### src/rtl/uart_rx_fifo_pkg.sv
// uart_rx_fifo_pkg
//   Shared definitions for the UART receive path: default clock and line
//   rate, default FIFO depth, receiver FSM state encoding and the
//   clocks-per-bit helper.
//   Optional feature macro: UART_PARITY_EN (adds the PARITY state, 8E1).
package uart_rx_fifo_pkg;

  localparam int DEF_CLK_HZ = 16_000_000;
  localparam int DEF_BAUD   = 115_200;
  localparam int DEF_DEPTH  = 8;

  typedef enum logic [2:0] {
    IDLE,
    START,
    DATA,
`ifdef UART_PARITY_EN
    PARITY,
`endif
    STOP
  } rx_state_t;

  // Truncating divide: the bit period is rounded down to whole clocks.
  function automatic int clks_per_bit(input int clk_hz, input int baud);
    return clk_hz / baud;
  endfunction

endpackage

### src/rtl/uart_rx_fifo_if.sv
// uart_rx_fifo_if
//   CPU-side bus of the UART receiver.
//   master : CPU / bus bridge (drives rd_en, clr_err)
//   slave  : uart_rx_fifo    (drives data, status and irq)
//   Signals:
//     rd_en      pop strobe
//     clr_err    clear sticky error flags
//     rd_data    FIFO head, first-word-fall-through
//     rx_empty   FIFO holds no bytes
//     rx_full    FIFO holds DEPTH bytes
//     rx_count   bytes held
//     frame_err  sticky, stop bit sampled low
//     overrun    sticky, byte lost to a full FIFO
//     irq_rx     level, FIFO not empty
//     parity_err sticky, even-parity mismatch (only with UART_PARITY_EN)
interface uart_rx_fifo_if
  import uart_rx_fifo_pkg::*;
#(
  parameter int DEPTH = DEF_DEPTH
) ();

  localparam int CW = $clog2(DEPTH) + 1;

  logic          rd_en;
  logic          clr_err;
  logic [7:0]    rd_data;
  logic          rx_empty;
  logic          rx_full;
  logic [CW-1:0] rx_count;
  logic          frame_err;
  logic          overrun;
  logic          irq_rx;
`ifdef UART_PARITY_EN
  logic          parity_err;
`endif

  modport master (
    output rd_en, clr_err,
    input  rd_data, rx_empty, rx_full, rx_count, frame_err, overrun, irq_rx
`ifdef UART_PARITY_EN
    , input parity_err
`endif
  );

  modport slave (
    input  rd_en, clr_err,
    output rd_data, rx_empty, rx_full, rx_count, frame_err, overrun, irq_rx
`ifdef UART_PARITY_EN
    , output parity_err
`endif
  );

endinterface

### src/rtl/uart_rx_fifo_sync_fifo.sv
// sync_fifo
//   Single-clock first-word-fall-through FIFO.
//   Ports:
//     clk, reset  clock, asynchronous active-high reset
//     wr_en       push request; accepted when not full or when popped same cycle
//     wr_data     byte to push
//     rd_en       pop request; ignored when empty
//     rd_data     head entry, zero while empty
//     empty/full  occupancy flags
//     count       entries held
//     overflow    push rejected this cycle (full and no pop)
module sync_fifo #(
  parameter int WIDTH = 8,
  parameter int DEPTH = 8
) (
  input  logic                     clk,
  input  logic                     reset,
  input  logic                     wr_en,
  input  logic [WIDTH-1:0]         wr_data,
  input  logic                     rd_en,
  output logic [WIDTH-1:0]         rd_data,
  output logic                     empty,
  output logic                     full,
  output logic [$clog2(DEPTH):0]   count,
  output logic                     overflow
);

  localparam int AW = $clog2(DEPTH);
  localparam int CW = AW + 1;
  localparam logic [CW-1:0] FULL_COUNT = CW'(DEPTH);

  logic [WIDTH-1:0] mem [DEPTH];
  logic [AW-1:0]    wr_ptr;
  logic [AW-1:0]    rd_ptr;
  logic             wr_ok;
  logic             rd_ok;

  assign empty    = (count == '0);
  assign full     = (count == FULL_COUNT);
  // A pop frees the slot the simultaneous push needs, so full+pop still writes.
  assign wr_ok    = wr_en && (!full || rd_en);
  assign rd_ok    = rd_en && !empty;
  assign overflow = wr_en && full && !rd_en;
  assign rd_data  = empty ? '0 : mem[rd_ptr];

  // NOTE: storage has no reset; the empty mask on rd_data covers the
  // reset-state output, and resetting the array would force flops instead of RAM.
  always_ff @(posedge clk) begin
    if (wr_ok) mem[wr_ptr] <= wr_data;
  end

  // NOTE: sequential state uses non-blocking assignments so every register
  // samples pre-edge values regardless of statement order.
  always_ff @(posedge clk or posedge reset) begin
    if (reset) begin
      wr_ptr <= '0;
      rd_ptr <= '0;
      count  <= '0;
    end else begin
      if (wr_ok) wr_ptr <= wr_ptr + AW'(1);
      if (rd_ok) rd_ptr <= rd_ptr + AW'(1);
      case ({wr_ok, rd_ok})
        2'b10:   count <= count + CW'(1);
        2'b01:   count <= count - CW'(1);
        default: ;
      endcase
    end
  end

endmodule

### src/rtl/uart_rx_fifo.sv
// uart_rx_fifo
//   UART receiver front-end: synchronises rx_uart, deframes 8N1 bytes
//   (8E1 when UART_PARITY_EN is defined) and buffers them in sync_fifo.
//   Ports:
//     clk      system clock, rising edge
//     reset    asynchronous, active-high
//     rx_uart  serial line, idle high, asynchronous to clk
//     bus      uart_rx_fifo_if.slave: rd_en, clr_err in; rd_data, rx_empty,
//              rx_full, rx_count, frame_err, overrun, irq_rx (parity_err) out
//   Parameters: CLK_HZ, BAUD (clocks per bit truncated), DEPTH (power of two, >= 2)
module uart_rx_fifo
  import uart_rx_fifo_pkg::*;
#(
  parameter int CLK_HZ = DEF_CLK_HZ,
  parameter int BAUD   = DEF_BAUD,
  parameter int DEPTH  = DEF_DEPTH
) (
  input  logic           clk,
  input  logic           reset,
  input  logic           rx_uart,
  uart_rx_fifo_if.slave  bus
);

  localparam int CPB  = clks_per_bit(CLK_HZ, BAUD);
  localparam int HALF = CPB / 2;
  localparam int BW   = $clog2(CPB + 1);
  localparam int CW   = $clog2(DEPTH) + 1;
  localparam logic [BW-1:0] HALF_LAST = BW'(HALF - 1);
  localparam logic [BW-1:0] BIT_LAST  = BW'(CPB - 1);

  rx_state_t     state, state_nx;
  logic [1:0]    rx_sync;
  logic          rx_s;
  logic          rx_prev;
  logic          rx_fall;
  logic [BW-1:0] baud_cnt;
  logic [2:0]    bit_cnt;
  logic [7:0]    shift_reg;
  logic          half_tick;
  logic          bit_tick;
  logic          baud_clr;
  logic          bit_shift;
  logic          push;
  logic          frame_set;
  logic          fifo_drop;
  logic          fifo_empty;
  logic          fifo_full;
  logic [CW-1:0] fifo_count;
  logic [7:0]    fifo_rd_data;
  logic          frame_err_q;
  logic          overrun_q;
`ifdef UART_PARITY_EN
  logic          parity_set;
  logic          parity_bad;
  logic          parity_err_q;
`endif

  // Two-flop synchroniser; idle-high reset value so reset never looks like a start edge.
  always_ff @(posedge clk or posedge reset) begin
    if (reset) begin
      rx_sync <= 2'b11;
      rx_prev <= 1'b1;
    end else begin
      rx_sync <= {rx_sync[0], rx_uart};
      rx_prev <= rx_sync[1];
    end
  end

  assign rx_s      = rx_sync[1];
  assign rx_fall   = rx_prev && !rx_s;
  assign half_tick = (baud_cnt == HALF_LAST);
  assign bit_tick  = (baud_cnt == BIT_LAST);

  always_ff @(posedge clk or posedge reset) begin
    if (reset) state <= IDLE;
    else       state <= state_nx;
  end

  // NOTE: every output of this block gets a default first, so no path
  // leaves a signal unassigned and no latch is inferred.
  always_comb begin
    state_nx  = state;
    baud_clr  = 1'b0;
    bit_shift = 1'b0;
    push      = 1'b0;
    frame_set = 1'b0;
`ifdef UART_PARITY_EN
    parity_set = 1'b0;
`endif
    case (state)
      IDLE: begin
        if (rx_fall) begin
          state_nx = START;
          baud_clr = 1'b1;
        end
      end
      START: begin
        // Mid-start-bit check rejects glitches shorter than half a bit.
        if (half_tick) begin
          baud_clr = 1'b1;
          state_nx = rx_s ? IDLE : DATA;
        end
      end
      DATA: begin
        if (bit_tick) begin
          baud_clr  = 1'b1;
          bit_shift = 1'b1;
          if (bit_cnt == 3'd7) begin
`ifdef UART_PARITY_EN
            state_nx = PARITY;
`else
            state_nx = STOP;
`endif
          end
        end
      end
`ifdef UART_PARITY_EN
      PARITY: begin
        if (bit_tick) begin
          baud_clr   = 1'b1;
          // Even parity: data plus parity bit must hold an even number of ones.
          parity_set = ^{shift_reg, rx_s};
          state_nx   = STOP;
        end
      end
`endif
      STOP: begin
        if (bit_tick) begin
          baud_clr = 1'b1;
          state_nx = IDLE;
          if (!rx_s) frame_set = 1'b1;
`ifdef UART_PARITY_EN
          else if (!parity_bad) push = 1'b1;
`else
          else push = 1'b1;
`endif
        end
      end
      default: state_nx = IDLE;
    endcase
  end

  always_ff @(posedge clk or posedge reset) begin
    if (reset) begin
      baud_cnt  <= '0;
      bit_cnt   <= '0;
      shift_reg <= '0;
`ifdef UART_PARITY_EN
      parity_bad <= 1'b0;
`endif
    end else begin
      if (baud_clr || state == IDLE) baud_cnt <= '0;
      else                           baud_cnt <= baud_cnt + BW'(1);
      if (state == START)  bit_cnt <= '0;
      else if (bit_shift)  bit_cnt <= bit_cnt + 3'd1;
      // LSB arrives first, so shift in from the top.
      if (bit_shift) shift_reg <= {rx_s, shift_reg[7:1]};
`ifdef UART_PARITY_EN
      if (state == START)  parity_bad <= 1'b0;
      else if (parity_set) parity_bad <= 1'b1;
`endif
    end
  end

  // Sticky error flags: a set in the same cycle as clr_err wins.
  always_ff @(posedge clk or posedge reset) begin
    if (reset) begin
      frame_err_q <= 1'b0;
      overrun_q   <= 1'b0;
`ifdef UART_PARITY_EN
      parity_err_q <= 1'b0;
`endif
    end else begin
      if (frame_set)        frame_err_q <= 1'b1;
      else if (bus.clr_err) frame_err_q <= 1'b0;
      if (fifo_drop)        overrun_q <= 1'b1;
      else if (bus.clr_err) overrun_q <= 1'b0;
`ifdef UART_PARITY_EN
      if (parity_set)       parity_err_q <= 1'b1;
      else if (bus.clr_err) parity_err_q <= 1'b0;
`endif
    end
  end

  sync_fifo #(
    .WIDTH (8),
    .DEPTH (DEPTH)
  ) u_fifo (
    .clk      (clk),
    .reset    (reset),
    .wr_en    (push),
    .wr_data  (shift_reg),
    .rd_en    (bus.rd_en),
    .rd_data  (fifo_rd_data),
    .empty    (fifo_empty),
    .full     (fifo_full),
    .count    (fifo_count),
    .overflow (fifo_drop)
  );

  assign bus.rd_data   = fifo_rd_data;
  assign bus.rx_empty  = fifo_empty;
  assign bus.rx_full   = fifo_full;
  assign bus.rx_count  = fifo_count;
  assign bus.frame_err = frame_err_q;
  assign bus.overrun   = overrun_q;
  assign bus.irq_rx    = !fifo_empty;
`ifdef UART_PARITY_EN
  assign bus.parity_err = parity_err_q;
`endif

endmodule
### src/flat_wrapper.sv
// flat-port wrapper written by rule: the top's interface ports become plain ports
module uart_rx_fifo_flat import uart_rx_fifo_pkg::*;
#(
  parameter int CLK_HZ = DEF_CLK_HZ,
  parameter int BAUD   = DEF_BAUD,
  parameter int DEPTH  = DEF_DEPTH
)
  (clk, reset, rx_uart, bus_rd_en, bus_clr_err, bus_rd_data, bus_rx_empty, bus_rx_full, bus_rx_count, bus_frame_err, bus_overrun, bus_irq_rx);
  uart_rx_fifo_if #(.DEPTH(DEPTH)) bus_i ();
  input  logic clk;
  input  logic reset;
  input  logic rx_uart;
  input wire logic [$bits(bus_i.rd_en)-1:0] bus_rd_en;
  input wire logic [$bits(bus_i.clr_err)-1:0] bus_clr_err;
  output wire logic [$bits(bus_i.rd_data)-1:0] bus_rd_data;
  output wire logic [$bits(bus_i.rx_empty)-1:0] bus_rx_empty;
  output wire logic [$bits(bus_i.rx_full)-1:0] bus_rx_full;
  output wire logic [$bits(bus_i.rx_count)-1:0] bus_rx_count;
  output wire logic [$bits(bus_i.frame_err)-1:0] bus_frame_err;
  output wire logic [$bits(bus_i.overrun)-1:0] bus_overrun;
  output wire logic [$bits(bus_i.irq_rx)-1:0] bus_irq_rx;
  assign bus_i.rd_en = bus_rd_en;
  assign bus_i.clr_err = bus_clr_err;
  assign bus_rd_data = bus_i.rd_data;
  assign bus_rx_empty = bus_i.rx_empty;
  assign bus_rx_full = bus_i.rx_full;
  assign bus_rx_count = bus_i.rx_count;
  assign bus_frame_err = bus_i.frame_err;
  assign bus_overrun = bus_i.overrun;
  assign bus_irq_rx = bus_i.irq_rx;
  uart_rx_fifo #(.CLK_HZ(CLK_HZ), .BAUD(BAUD), .DEPTH(DEPTH)) u_core (.clk(clk), .reset(reset), .rx_uart(rx_uart), .bus(bus_i));
endmodule
### config.mk
export PLATFORM = sky130hd
export DESIGN_NAME = uart_rx_fifo_flat
export DESIGN_NICKNAME = d
export VERILOG_FILES = /design/src/rtl/uart_rx_fifo_pkg.sv /design/src/rtl/uart_rx_fifo_if.sv /design/src/rtl/uart_rx_fifo_sync_fifo.sv /design/src/rtl/uart_rx_fifo.sv /design/src/flat_wrapper.sv
export SDC_FILE = /design/constraint.sdc
export NUM_CORES = 1
export LEC_CHECK = 0
export CAP_MARGIN = 10
export CORE_UTILIZATION = 35
export CTS_BUF_LIST = sky130_fd_sc_hd__clkbuf_4 sky130_fd_sc_hd__clkbuf_8 sky130_fd_sc_hd__clkbuf_16
export CTS_CLUSTER_DIAMETER = 200
export CTS_CLUSTER_SIZE = 40
export DETAILED_ROUTE_END_ITERATION = 6
export GPL_TIMING_DRIVEN = 1
export PLACE_DENSITY = 0.62
export SETUP_SLACK_MARGIN = 0.15
export SYNTH_ARGS = -nofsm -noshare
export SYNTH_HDL_FRONTEND = slang
export SYNTH_HIERARCHICAL = 1
export SYNTH_SLANG_ARGS = --single-unit
### constraint.sdc
create_clock -name clk -period 3.3 [get_ports clk]
set_input_delay 0.825 -clock clk [delete_from_list [all_inputs] [get_ports clk]]
set_output_delay 0.825 -clock clk [all_outputs]
set_load 0.02 [all_outputs]
==> run_results.csv, run 1 <==
group,metric,value,unit
outcome,status,"complete, no violations",
worst_setup_path,r2r_slack,0.39,ns
worst_setup_path,crit_family,"buffers and inverters",
placement,buffer_ports.inserted,21,
sta,timing_hold_violations_final,0,
sta,hold_ws,0.355,ns
placement,placedCellCount,490,
sta,fin_crit_sh,0.899,
synthesis,synth_cell_types,54,
route,wirelength,7970,um
floorplan,coreArea,0.0121,mm^2
sta,worst_relative_slew_slack,0.569,
layout,final_cells,506,
worst_setup_path,crit_fanout,8,
floorplan,cell_row_count,40,
clock_network,cts.clk_slew.worst_paths,0.07,ns
power_and_ir_drop,vdd_drop_max,334,uV
layout,antenna_cells,0,
worst_setup_path,critical_path_required,2.47,ns
placement,routability_driven_placement_congestion_ratio,0.763,
route,route.detailed.wl_per_inst,15.8,um
route,drt_iter0_drc,201,
job,drv_cap,0,
floorplan,dieHeight,114,um
worst_setup_path,timing_worst_setup_path_type,"register to output port",
grt,pin_count_of_the_biggest_net_entering_global_routing,27,
min_path,holdCritStartpoint,"u_core/rx_sync[0]$_DFF_PP1_",
synthesis,synth.cell_area,0.00440,mm^2
power_and_ir_drop,cellPowerDensity,757,mW/mm^2
sta,fmaxAchievable,337,MHz
sta,period_needed,2.97,ns
sta,grt_setup_unrepaired,"false",
worst_setup_path,critical_path.endpoint_type,"output port",
synthesis,post_syn_instances,296,
grt,via_count_of_the_first_global_routing_pass,2556,
sta,setup_viol,0,
synthesis,seq_area_frac_synth,0.643,
worst_setup_path,critPathSlowestCell,"sky130_fd_sc_hd__or4b_4",
sta,timing.setup.tns,0,ns
floorplan,fp.dieArea,0.0130,mm^2
power_and_ir_drop,leakagePower,2.08,nW
route,ant_nets,0,
grt,antenna_found_initial,0,
synthesis,yosys_warnings,6,
grt,grt_first_pass_wirelength,13300,um
clock_network,clock_tree.root_cell,"sky130_fd_sc_hd__clkbuf_16",
grt,grt-ovfl-total,0,
floorplan,ioPinCount,22,
worst_setup_path,timing.critical_path.arrival,2.14,ns
worst_setup_path,timing.critical_path.cells,"or4b_4 -> inv_1 -> clkdlybuf4s50_1",
route,vias,2539,
clock_network,max-clock-path-buffers,2,
floorplan,chipWidth,114,um
synthesis,synth.net_count,311,
synthesis,synth_area_per_cell,14.9,um^2
sta,worstMarginPinSlew,0.645,ns
worst_setup_path,worst-path-buf-inv,2,
route,vias_per_cell,5.02,
min_path,hold_path_class,"register to register",
worst_setup_path,r2r-end,"u_core/u_fifo/count[3]$_DFFE_PP0P_",
min_path,whs_path_depth,0,
worst_setup_path,worstRegToRegCells,10,
synthesis,yosys_register_bits,100,
synthesis,synth_edf_count,64,
layout,finalNetCount,348,
sta,final-max-slew-violation-count,0,
sta,clock-skew-final,0.00828,ns
synthesis,asyncSetResetFlopFracSynth,0.360,
layout,largest_register_ffs,64,
worst_setup_path,worstReg2RegStart,"u_core/baud_cnt[1]$_DFF_PP0_",
layout,layout_commonest_cell,"sky130_fd_sc_hd__edfxtp_1",
clock_network,cts_made_buffers,9,
layout,layout-area-overhead-vs-synth,18.3,%
synthesis,synth-main-ff-cell,"sky130_fd_sc_hd__edfxtp_1",
clock_network,tritoncts,"yes",
clock_network,clk-insertion-delay-late,0.34,ns
clock_network,cts_max_level,3,
placement,place_hpwl,5570,um
clock_network,setup_fix_buffers_added_after_clock_tree_synthesis,0,
min_path,whs_endpoint,"u_core/rx_sync[1]$_DFF_PP1_",
grt,grtUsageTotal,0.134,
route,drc_errors_left,0,
layout,drive_gt1_frac,0.178,
floorplan,initial_core_util,0.363,
route,dr.pass1.iters,4,
worst_setup_path,crit_path_max_incr_delay,0.63,ns
worst_setup_path,critPathLaunchType,"register",
layout,commonest_non_fill_non_tap_cells_in_the_layout,"sky130_fd_sc_hd__edfxtp_1 (64), sky130_fd_sc_hd__mux2i_1 (33), sky130_fd_sc_hd__dfrtp_1 (32), sky130_fd_sc_hd__buf_4 (18), sky130_fd_sc_hd__inv_1 (15)",
clock_network,tritoncts_num_sinks,100,
## worst max path at each step
stage | start | end | cells past startpoint
finish | u_core/u_fifo/count[0]$_DFFE_PP0P_ | bus_rx_full | 3
CTS | u_core/baud_cnt[1]$_DFF_PP0_ | u_core/u_fifo/count[3]$_DFFE_PP0P_ | 10
floorplan | u_core/baud_cnt[1]$_DFF_PP0_ | u_core/u_fifo/count[3]$_DFFE_PP0P_ | 12
global placement | bus_rd_en | u_core/u_fifo/count[3]$_DFFE_PP0P_ | 6
detailed placement | bus_rd_en | u_core/u_fifo/count[3]$_DFFE_PP0P_ | 6
global route | u_core/baud_cnt[1]$_DFF_PP0_ | u_core/u_fifo/count[2]$_DFFE_PP0P_ | 13
## per-stage QoR
step / cell area [um^2] / power, mW / utilization / setup slack (ns)
floorplan: 4400 / 2.47 / - / 0.214
global placement: 4890 / 2.92 / 0.404 / 0.259
detailed placement: 4890 / 2.96 / 0.404 / 0.128
CTS: 5190 / 3.97 / 0.429 / 0.226
global route: 5200 / 4.14 / 0.430 / 0.224
finish: 5200 / 3.94 / 0.430 / 0.333
## layout make-up
cell class / instances / area, um^2
fill: 1126 / 6910
sequential: 100 / 2830
multi-input combinational: 167 / 1440
timing repair buffer: 40 / 355
clock buffer: 9 / 225
tap: 168 / 210
clock inverter: 7 / 83.8
inverter: 15 / 56.3
## power by group
part	internal, mW	switching (mW)
sequential	1.42	0.189
combinational	0.603	0.656
clock	0.599	0.471
total	2.62	1.32
## cell usage after synthesis (4+ instances only)
| library cell | number | area share |
|---|---|---|
| sky130_fd_sc_hd__inv_1 | 15 | 0.013 |
| sky130_fd_sc_hd__a21oi_1 | 5 | 0.0057 |
| sky130_fd_sc_hd__nor3_1 | 6 | 0.0068 |
| sky130_fd_sc_hd__o311ai_0 | 6 | 0.012 |
| sky130_fd_sc_hd__mux2i_1 | 33 | 0.075 |
| sky130_fd_sc_hd__a221o_1 | 8 | 0.018 |
| sky130_fd_sc_hd__nor2b_1 | 6 | 0.0085 |
| sky130_fd_sc_hd__a221oi_1 | 8 | 0.016 |
| sky130_fd_sc_hd__nand3_1 | 5 | 0.0057 |
| sky130_fd_sc_hd__xnor2_1 | 5 | 0.010 |
| sky130_fd_sc_hd__edfxtp_1 | 64 | 0.44 |
| sky130_fd_sc_hd__xor2_1 | 5 | 0.010 |
| sky130_fd_sc_hd__nor2_1 | 9 | 0.0077 |
| sky130_fd_sc_hd__or3_1 | 4 | 0.0057 |
| sky130_fd_sc_hd__mux2_4 | 9 | 0.031 |
| sky130_fd_sc_hd__nand2_1 | 7 | 0.0060 |
| sky130_fd_sc_hd__ha_1 | 10 | 0.028 |
| sky130_fd_sc_hd__dfrtp_1 | 33 | 0.19 |
## per-layer routing
layer | vias up | track usage | share of wire | wire [um]
met5 | - | 0 | 0 | 0
li1 | 1217 | - | - | -
met1 | 1278 | 0.173 | 0.47 | 3770
met4 | 0 | 0.0571 | 0.017 | 133
met2 | 33 | 0.222 | 0.49 | 3880
met3 | 11 | 0.0238 | 0.025 | 199
## cell families after synthesis
group | Yosys count | share of synthesized area
flops | 100 | 0.643
simple gates | 55 | 0.0726
compound gates | 47 | 0.0876
mux | 45 | 0.116
buf+inv | 29 | 0.0324
xor+xnor | 10 | 0.0199
fa+ha+maj | 10 | 0.0285
## repair_timing
action,in CTS,in global routing
hold buffers,0,0
gates resized for setup,8,4
setup endpoints to repair,8,3
Power figures use the tool's default switching activity.
==> inputs of run 2 (changes only) <==
--- a/config.mk
+++ b/config.mk
@@ -6,6 +6,7 @@
 export NUM_CORES = 1
 export LEC_CHECK = 0
 export CAP_MARGIN = 10
+export CORE_ASPECT_RATIO = 0.9
 export CORE_UTILIZATION = 35
 export CTS_BUF_LIST = sky130_fd_sc_hd__clkbuf_4 sky130_fd_sc_hd__clkbuf_8 sky130_fd_sc_hd__clkbuf_16
 export CTS_CLUSTER_DIAMETER = 200
==> run 2 against run 1 <==
  * Count of clock-buffer cells in the layout is the same
  * Sequential share of layout area grew 0.55 points
  * Fmax shrank 1.6%
  * Routed wire length shrank 4.2%
  * Die area is essentially flat
  * Total power shrank 3.2%
  * Design area shrank 0.91%
==> run_results.csv, run 2 (synthesis gave the netlist of run 1 again) <==
group,metric,value,unit
floorplan,dieHeight,108,um
floorplan,fp.dieArea,0.0130,mm^2
clock_network,tritoncts,"yes",
worst_setup_path,path_common_cell,"sky130_fd_sc_hd__ha_1",
sta,worst_relative_slew_slack,0.625,
worst_setup_path,critical_path_required,3.55,ns
layout,multiInputGateArea,0.00144,mm^2
worst_setup_path,timing.critical_path.arrival,3.26,ns
power_and_ir_drop,sequentialPowerShare,0.419,
floorplan,ioPinCount,22,
floorplan,initial_core_util,0.361,
worst_setup_path,crit_family,"simple AND/OR/NAND/NOR gates",
sta,setup_viol,0,
clock_network,clock_tree.root_cell,"sky130_fd_sc_hd__clkbuf_16",
sta,worstMarginPinSlew,0.562,ns
grt,grt-ovfl-total,0,
sta,clock-skew-final,0.00847,ns
clock_network,clk-insertion-delay-late,0.34,ns
clock_network,setup_fix_buffers_added_after_clock_tree_synthesis,0,
layout,drive_gt1_frac,0.172,
placement,placedCellCount,483,
layout,layout_commonest_cell,"sky130_fd_sc_hd__edfxtp_1",
layout,layout-area-overhead-vs-synth,17.2,%
outcome,status,"complete, no violations",
placement,buffer_ports.inserted,21,
layout,sequential_cell_area,0.00283,mm^2
power_and_ir_drop,power.net_switching,1.27,mW
sta,final.setup.worst_slack,0.285,ns
power_and_ir_drop,p_clk_frac,0.253,
route,drc_errors_left,0,
clock_network,cts.clk_slew.worst_paths,0.06,ns
floorplan,cell_row_count,38,
sta,timing_hold_violations_final,0,
route,vias,2511,
power_and_ir_drop,cellPowerDensity,740,mW/mm^2
grt,via_count_of_the_first_global_routing_pass,2503,
sta,fmaxAchievable,332,MHz
layout,commonest_non_fill_non_tap_cells_in_the_layout,"sky130_fd_sc_hd__edfxtp_1 (64), sky130_fd_sc_hd__mux2i_1 (33), sky130_fd_sc_hd__dfrtp_1 (32), sky130_fd_sc_hd__buf_4 (19), sky130_fd_sc_hd__inv_1 (15)",
sta,final-max-slew-violation-count,0,
layout,largest_register_ffs,64,
min_path,hold_path_class,"register to register",
power_and_ir_drop,leakagePower,2.07,nW
worst_setup_path,critPathSlowestCell,"sky130_fd_sc_hd__or4b_2",
floorplan,coreArea,0.0122,mm^2
placement,place_hpwl,5250,um
route,vias_per_cell,5.04,
grt,grtUsageTotal,0.131,
placement,dp_slack,0.180,ns
clock_network,cts_max_level,3,
worst_setup_path,crit_path_max_incr_delay,0.68,ns
clock_network,tritoncts_num_sinks,100,
layout,final_cells,498,
worst_setup_path,timing.critical_path.cells,"inv_1 -> ha_1 -> or3b_1 -> nor3_2 -> and2_2 -> o21ai_4 -> ha_1 -> or4b_2 -> a21o_1 -> o221ai_1",
layout,antenna_cells,0,
route,wirelength,7640,um
layout,layout_fillers,1121,
placement,routability_driven_placement_congestion_ratio,0.784,
job,drv_cap,0,
grt,pin_count_of_the_biggest_net_entering_global_routing,27,
clock_network,cts_made_buffers,9,
floorplan,chipWidth,120,um
sta,grt_setup_unrepaired,"false",
power_and_ir_drop,vdd_drop_max,314,uV
grt,grt_first_pass_wirelength,12900,um
route,route.detailed.wl_per_inst,15.3,um
power_and_ir_drop,sw_frac_of_total,0.333,
route,ant_nets,0,
sta,fin_crit_sh,0.914,
route,drt_iter0_drc,139,
power_and_ir_drop,share_comb_of_total_power,0.328,
clock_network,number_of_buffers_inserted_by_hold_repair_at_cts,0,
worst_setup_path,critPathLaunchType,"register",
worst_setup_path,critical_path.endpoint_type,"register",
route,dr.pass1.iters,4,
layout,finalNetCount,349,
grt,antenna_found_initial,0,
worst_setup_path,crit_fanout,8,
worst_setup_path,worst-path-buf-inv,1,
clock_network,max-clock-path-buffers,2,
worst_setup_path,timing_worst_setup_path_type,"register to register",
power_and_ir_drop,internal_power,2.54,mW
sta,timing.setup.tns,0,ns
sta,period_needed,3.01,ns
[run 2: cell types whose count changed in the layout (fill, tap and decap cells not counted), sizes merged]
cell / previous run / this run
buf: 19 / 20
bufinv: 1 / 0
clkinv: 1 / 3
clkinvlp: 3 / 1
[run 2: power by group through the flow]
stage | sequential, mW | combinational [mW] | clock (mW)
final | 1.60 | 1.25 | 0.964
after global routing | 1.62 | 1.38 | 1.04
after CTS | 1.60 | 1.26 | 0.994
after detailed placement | 1.62 | 1.33 | 0
after global placement | 1.61 | 1.31 | 0
after floorplan | 1.57 | 0.892 | 0
[run 2: cell type report]
class | count | area share
Multi-Input combinational cell | 167 | 0.279
Clock inverter | 6 | 0.00947
Tap cell | 160 | 0.0388
Timing Repair Buffer | 41 | 0.0687
Sequential cell | 100 | 0.549
Clock buffer | 9 | 0.0437
Inverter | 15 | 0.0109
[run 2: final timing paths]
check / from / slack, ns / cells past startpoint / to
min: u_core/rx_sync[0]$_DFF_PP1_ / 0.36 / 0 / u_core/rx_sync[1]$_DFF_PP1_
min reg2reg: u_core/rx_sync[0]$_DFF_PP1_ / 0.36 / 0 / u_core/rx_sync[1]$_DFF_PP1_
max in group asynchronous: reset / 2.13 / 3 / u_core/rx_prev$_DFF_PP1_
max reg2reg: u_core/baud_cnt[1]$_DFF_PP0_ / 0.29 / 10 / u_core/u_fifo/count[3]$_DFFE_PP0P_
min in group asynchronous: reset / 0.82 / 2 / u_core/u_fifo/count[1]$_DFFE_PP0P_
max: u_core/baud_cnt[1]$_DFF_PP0_ / 0.29 / 10 / u_core/u_fifo/count[3]$_DFFE_PP0P_
[run 2: per-layer routing]
metal  up-vias  GRT usage  share of wire
li1       1211          -              -
met1      1246      0.176           0.48
met2        45      0.204           0.47
met3         9     0.0348          0.037
met4         0     0.0455          0.015
met5         -          0              0
[run 2: repair_timing]
item                                    in CTS  in global routing
pin swaps                                    0                  0
endpoints found under the setup margin       8                  3
resized for setup                           10                  2
[run 2: stage by stage]
step                      total power [mW]  hold slack, ns   util  instance area, um^2
after floorplan                       2.47           0.345      -                 4400
after global placement                2.92           0.347  0.401                 4880
after detailed placement              2.95           0.348  0.401                 4880
after CTS                             3.86           0.358  0.423                 5150
after global routing                  4.04           0.364  0.424                 5150
final                                 3.81           0.356  0.424                 5150
==> inputs of run 3 (changes only) <==
--- a/config.mk
+++ b/config.mk
@@ -13,7 +13,7 @@
 export CTS_CLUSTER_SIZE = 40
 export DETAILED_ROUTE_END_ITERATION = 6
 export GPL_TIMING_DRIVEN = 1
-export PLACE_DENSITY = 0.62
+export PLACE_DENSITY = 0.6
 export SETUP_SLACK_MARGIN = 0.15
 export SYNTH_ARGS = -nofsm -noshare
 export SYNTH_HDL_FRONTEND = slang
==> constraint.sdc (replaced) <==
create_clock -name clk -period 3.4 [get_ports clk]
set_input_delay 0.85 -clock clk [delete_from_list [all_inputs] [get_ports clk]]
set_output_delay 0.85 -clock clk [all_outputs]
set_load 0.02 [all_outputs]
==> run 3 against run 2 <==
  * Clock skew down 0.0031 ns
  * Critical endpoint unchanged
  * Largest cell class unchanged
  * Critical path depth unchanged
  * Global-route usage decreased by 0.22 points
  * Worst setup slack better by 0.097 ns
  * Register-to-register slack better by 0.097 ns
  * Critical path type unchanged
  * Design area down 0.75%
  * Fmax decreased by 0.11%
  * Routed wire length shrank 1.1%
==> run_results.csv, run 3 (synthesis gave the netlist of run 1 again) <==
group,metric,value,unit
outcome,status,"complete, no violations",
worst_setup_path,crit_path_max_incr_delay,0.66,ns
worst_setup_path,timing_worst_setup_path_type,"register to register",
layout,layout-area-overhead-vs-synth,16.4,%
layout,multiInputGateArea,0.00144,mm^2
worst_setup_path,timing.critical_path.arrival,3.27,ns
floorplan,dieHeight,108,um
worst_setup_path,crit_fanout,8,
floorplan,chipWidth,120,um
sta,fin_crit_sh,0.888,
layout,layout_fillers,1125,
placement,place_hpwl,5090,um
route,ant_nets,0,
power_and_ir_drop,internal_power,2.46,mW
power_and_ir_drop,sequentialPowerShare,0.416,
grt,antenna_found_initial,0,
grt,grt_first_pass_wirelength,12700,um
clock_network,tritoncts_num_sinks,100,
power_and_ir_drop,sw_frac_of_total,0.335,
worst_setup_path,worstReg2RegStart,"u_core/baud_cnt[1]$_DFF_PP0_",
clock_network,setup_fix_buffers_added_after_clock_tree_synthesis,0,
worst_setup_path,critPathSlowestCell,"sky130_fd_sc_hd__or4b_2",
worst_setup_path,r2r_slack,0.38,ns
layout,finalNetCount,342,
clock_network,clk-insertion-delay-late,0.34,ns
min_path,whs_endpoint,"u_core/rx_sync[1]$_DFF_PP1_",
worst_setup_path,critical_path.endpoint_type,"register",
sta,clock-skew-final,0.00534,ns
floorplan,initial_core_util,0.361,
worst_setup_path,critical_path_required,3.65,ns
floorplan,ioPinCount,22,
sta,timing_hold_violations_final,0,
clock_network,clock_tree.root_cell,"sky130_fd_sc_hd__clkbuf_16",
power_and_ir_drop,cellPowerDensity,722,mW/mm^2
power_and_ir_drop,p_clk_frac,0.262,
sta,worst_relative_slew_slack,0.347,
min_path,holdCritStartpoint,"u_core/rx_sync[0]$_DFF_PP1_",
sta,timing.setup.tns,0,ns
layout,sequential_cell_area,0.00283,mm^2
grt,pin_count_of_the_biggest_net_entering_global_routing,33,
clock_network,tritoncts,"yes",
route,drt_iter0_drc,126,
sta,grt_setup_unrepaired,"false",
power_and_ir_drop,share_comb_of_total_power,0.322,
sta,worstMarginPinSlew,0.978,ns
sta,fmaxAchievable,331,MHz
layout,antenna_cells,0,
floorplan,cell_row_count,38,
grt,via_count_of_the_first_global_routing_pass,2480,
min_path,hold_path_class,"register to register",
grt,grtUsageTotal,0.129,
layout,commonest_non_fill_non_tap_cells_in_the_layout,"sky130_fd_sc_hd__edfxtp_1 (64), sky130_fd_sc_hd__dfrtp_1 (33), sky130_fd_sc_hd__mux2i_1 (33), sky130_fd_sc_hd__inv_1 (15), sky130_fd_sc_hd__clkdlybuf4s50_1 (13)",
route,vias_per_cell,5.05,
job,drv_cap,0,
layout,layout_commonest_cell,"sky130_fd_sc_hd__edfxtp_1",
min_path,whs_path_depth,0,
route,wirelength,7550,um
worst_setup_path,worstRegToRegCells,10,
power_and_ir_drop,leakagePower,2.05,nW
sta,setup_viol,0,
sta,period_needed,3.02,ns
sta,final-max-slew-violation-count,0,
clock_network,cts_made_buffers,9,
worst_setup_path,crit_family,"simple AND/OR/NAND/NOR gates",
worst_setup_path,r2r-end,"u_core/u_fifo/count[3]$_DFFE_PP0P_",
power_and_ir_drop,power.net_switching,1.24,mW
power_and_ir_drop,power,3.69,mW
route,route.detailed.wl_per_inst,15.3,um
worst_setup_path,path_common_cell,"sky130_fd_sc_hd__ha_1",
route,dr.pass1.iters,4,
clock_network,cts.clk_slew.worst_paths,0.06,ns
grt,grt-ovfl-total,0,
placement,dpl_cell_area,0.00484,mm^2
placement,buffer_ports.inserted,21,
layout,largest_register_ffs,64,
worst_setup_path,worst-path-buf-inv,1,
floorplan,coreArea,0.0122,mm^2
clock_network,cts_max_level,3,
route,drc_errors_left,0,
clock_network,max-clock-path-buffers,2,
power_and_ir_drop,vdd_drop_max,302,uV
floorplan,fp.dieArea,0.0130,mm^2
worst_setup_path,critPathLaunchType,"register",
route,vias,2486,
layout,stdcell_area,0.00512,mm^2
clock_network,number_of_buffers_inserted_by_hold_repair_at_cts,0,
placement,routability_driven_placement_congestion_ratio,0.782,
worst_setup_path,timing.critical_path.cells,"inv_1 -> ha_1 -> or3b_1 -> nor3_1 -> and2_2 -> o21ai_4 -> ha_1 -> or4b_2 -> a21o_1 -> o221ai_1",
layout,drive_gt1_frac,0.154,
-- run 3: what timing repair did --
item / CTS / global route
cloned: 0 / 0
endpoints found under the setup margin: 8 / 2
resized for setup: 8 / 2
-- run 3: how the worst max path moves through the flow --
| stage | startpoint | endpoint | slack (ns) | depth (start not counted) |
|---|---|---|---|---|
| after floorplan | u_core/baud_cnt[1]$_DFF_PP0_ | u_core/u_fifo/count[3]$_DFFE_PP0P_ | 0.31 | 12 |
| after global routing | u_core/baud_cnt[1]$_DFF_PP0_ | u_core/u_fifo/count[3]$_DFFE_PP0P_ | 0.21 | 10 |
| final | u_core/baud_cnt[1]$_DFF_PP0_ | u_core/u_fifo/count[3]$_DFFE_PP0P_ | 0.38 | 10 |
| after global placement | bus_rd_en | u_core/u_fifo/count[3]$_DFFE_PP0P_ | 0.23 | 6 |
| after CTS | u_core/baud_cnt[1]$_DFF_PP0_ | u_core/u_fifo/count[3]$_DFFE_PP0P_ | 0.31 | 10 |
| after detailed placement | bus_rd_en | u_core/u_fifo/count[3]$_DFFE_PP0P_ | 0.17 | 6 |
-- run 3: through the flow --
step	setup WS [ns]	instances	util	hold WS (ns)
after floorplan	0.314	296	-	0.345
after global placement	0.229	476	0.397	0.347
after detailed placement	0.171	476	0.397	0.350
after CTS	0.314	492	0.420	0.360
after global routing	0.207	492	0.420	0.362
final	0.382	492	0.420	0.357
-- run 3: area by class of cell --
cell class	count	area share
flip-flops and latches	100	0.552
multi-input cells	167	0.281
repair buffers	34	0.0607
clock buffers	11	0.0470
well taps	160	0.0391
inverters	15	0.0110
clock inverters	5	0.00905
-- run 3: power groups by stage --
stage / logic [mW] / clock network [mW] / registers, mW
after floorplan: 0.865 / 0 / 1.53
after global placement: 1.26 / 0 / 1.56
after detailed placement: 1.27 / 0 / 1.56
after CTS: 1.21 / 1.00 / 1.54
after global routing: 1.30 / 1.04 / 1.56
final: 1.19 / 0.967 / 1.54
-- run 3: layer usage --
layer	routed length, um	GRT usage	up-vias
li1	-	-	1192
met1	3720	0.174	1247
met2	3480	0.200	35
met3	233	0.0343	12
met4	114	0.0455	0
met5	0	0	-
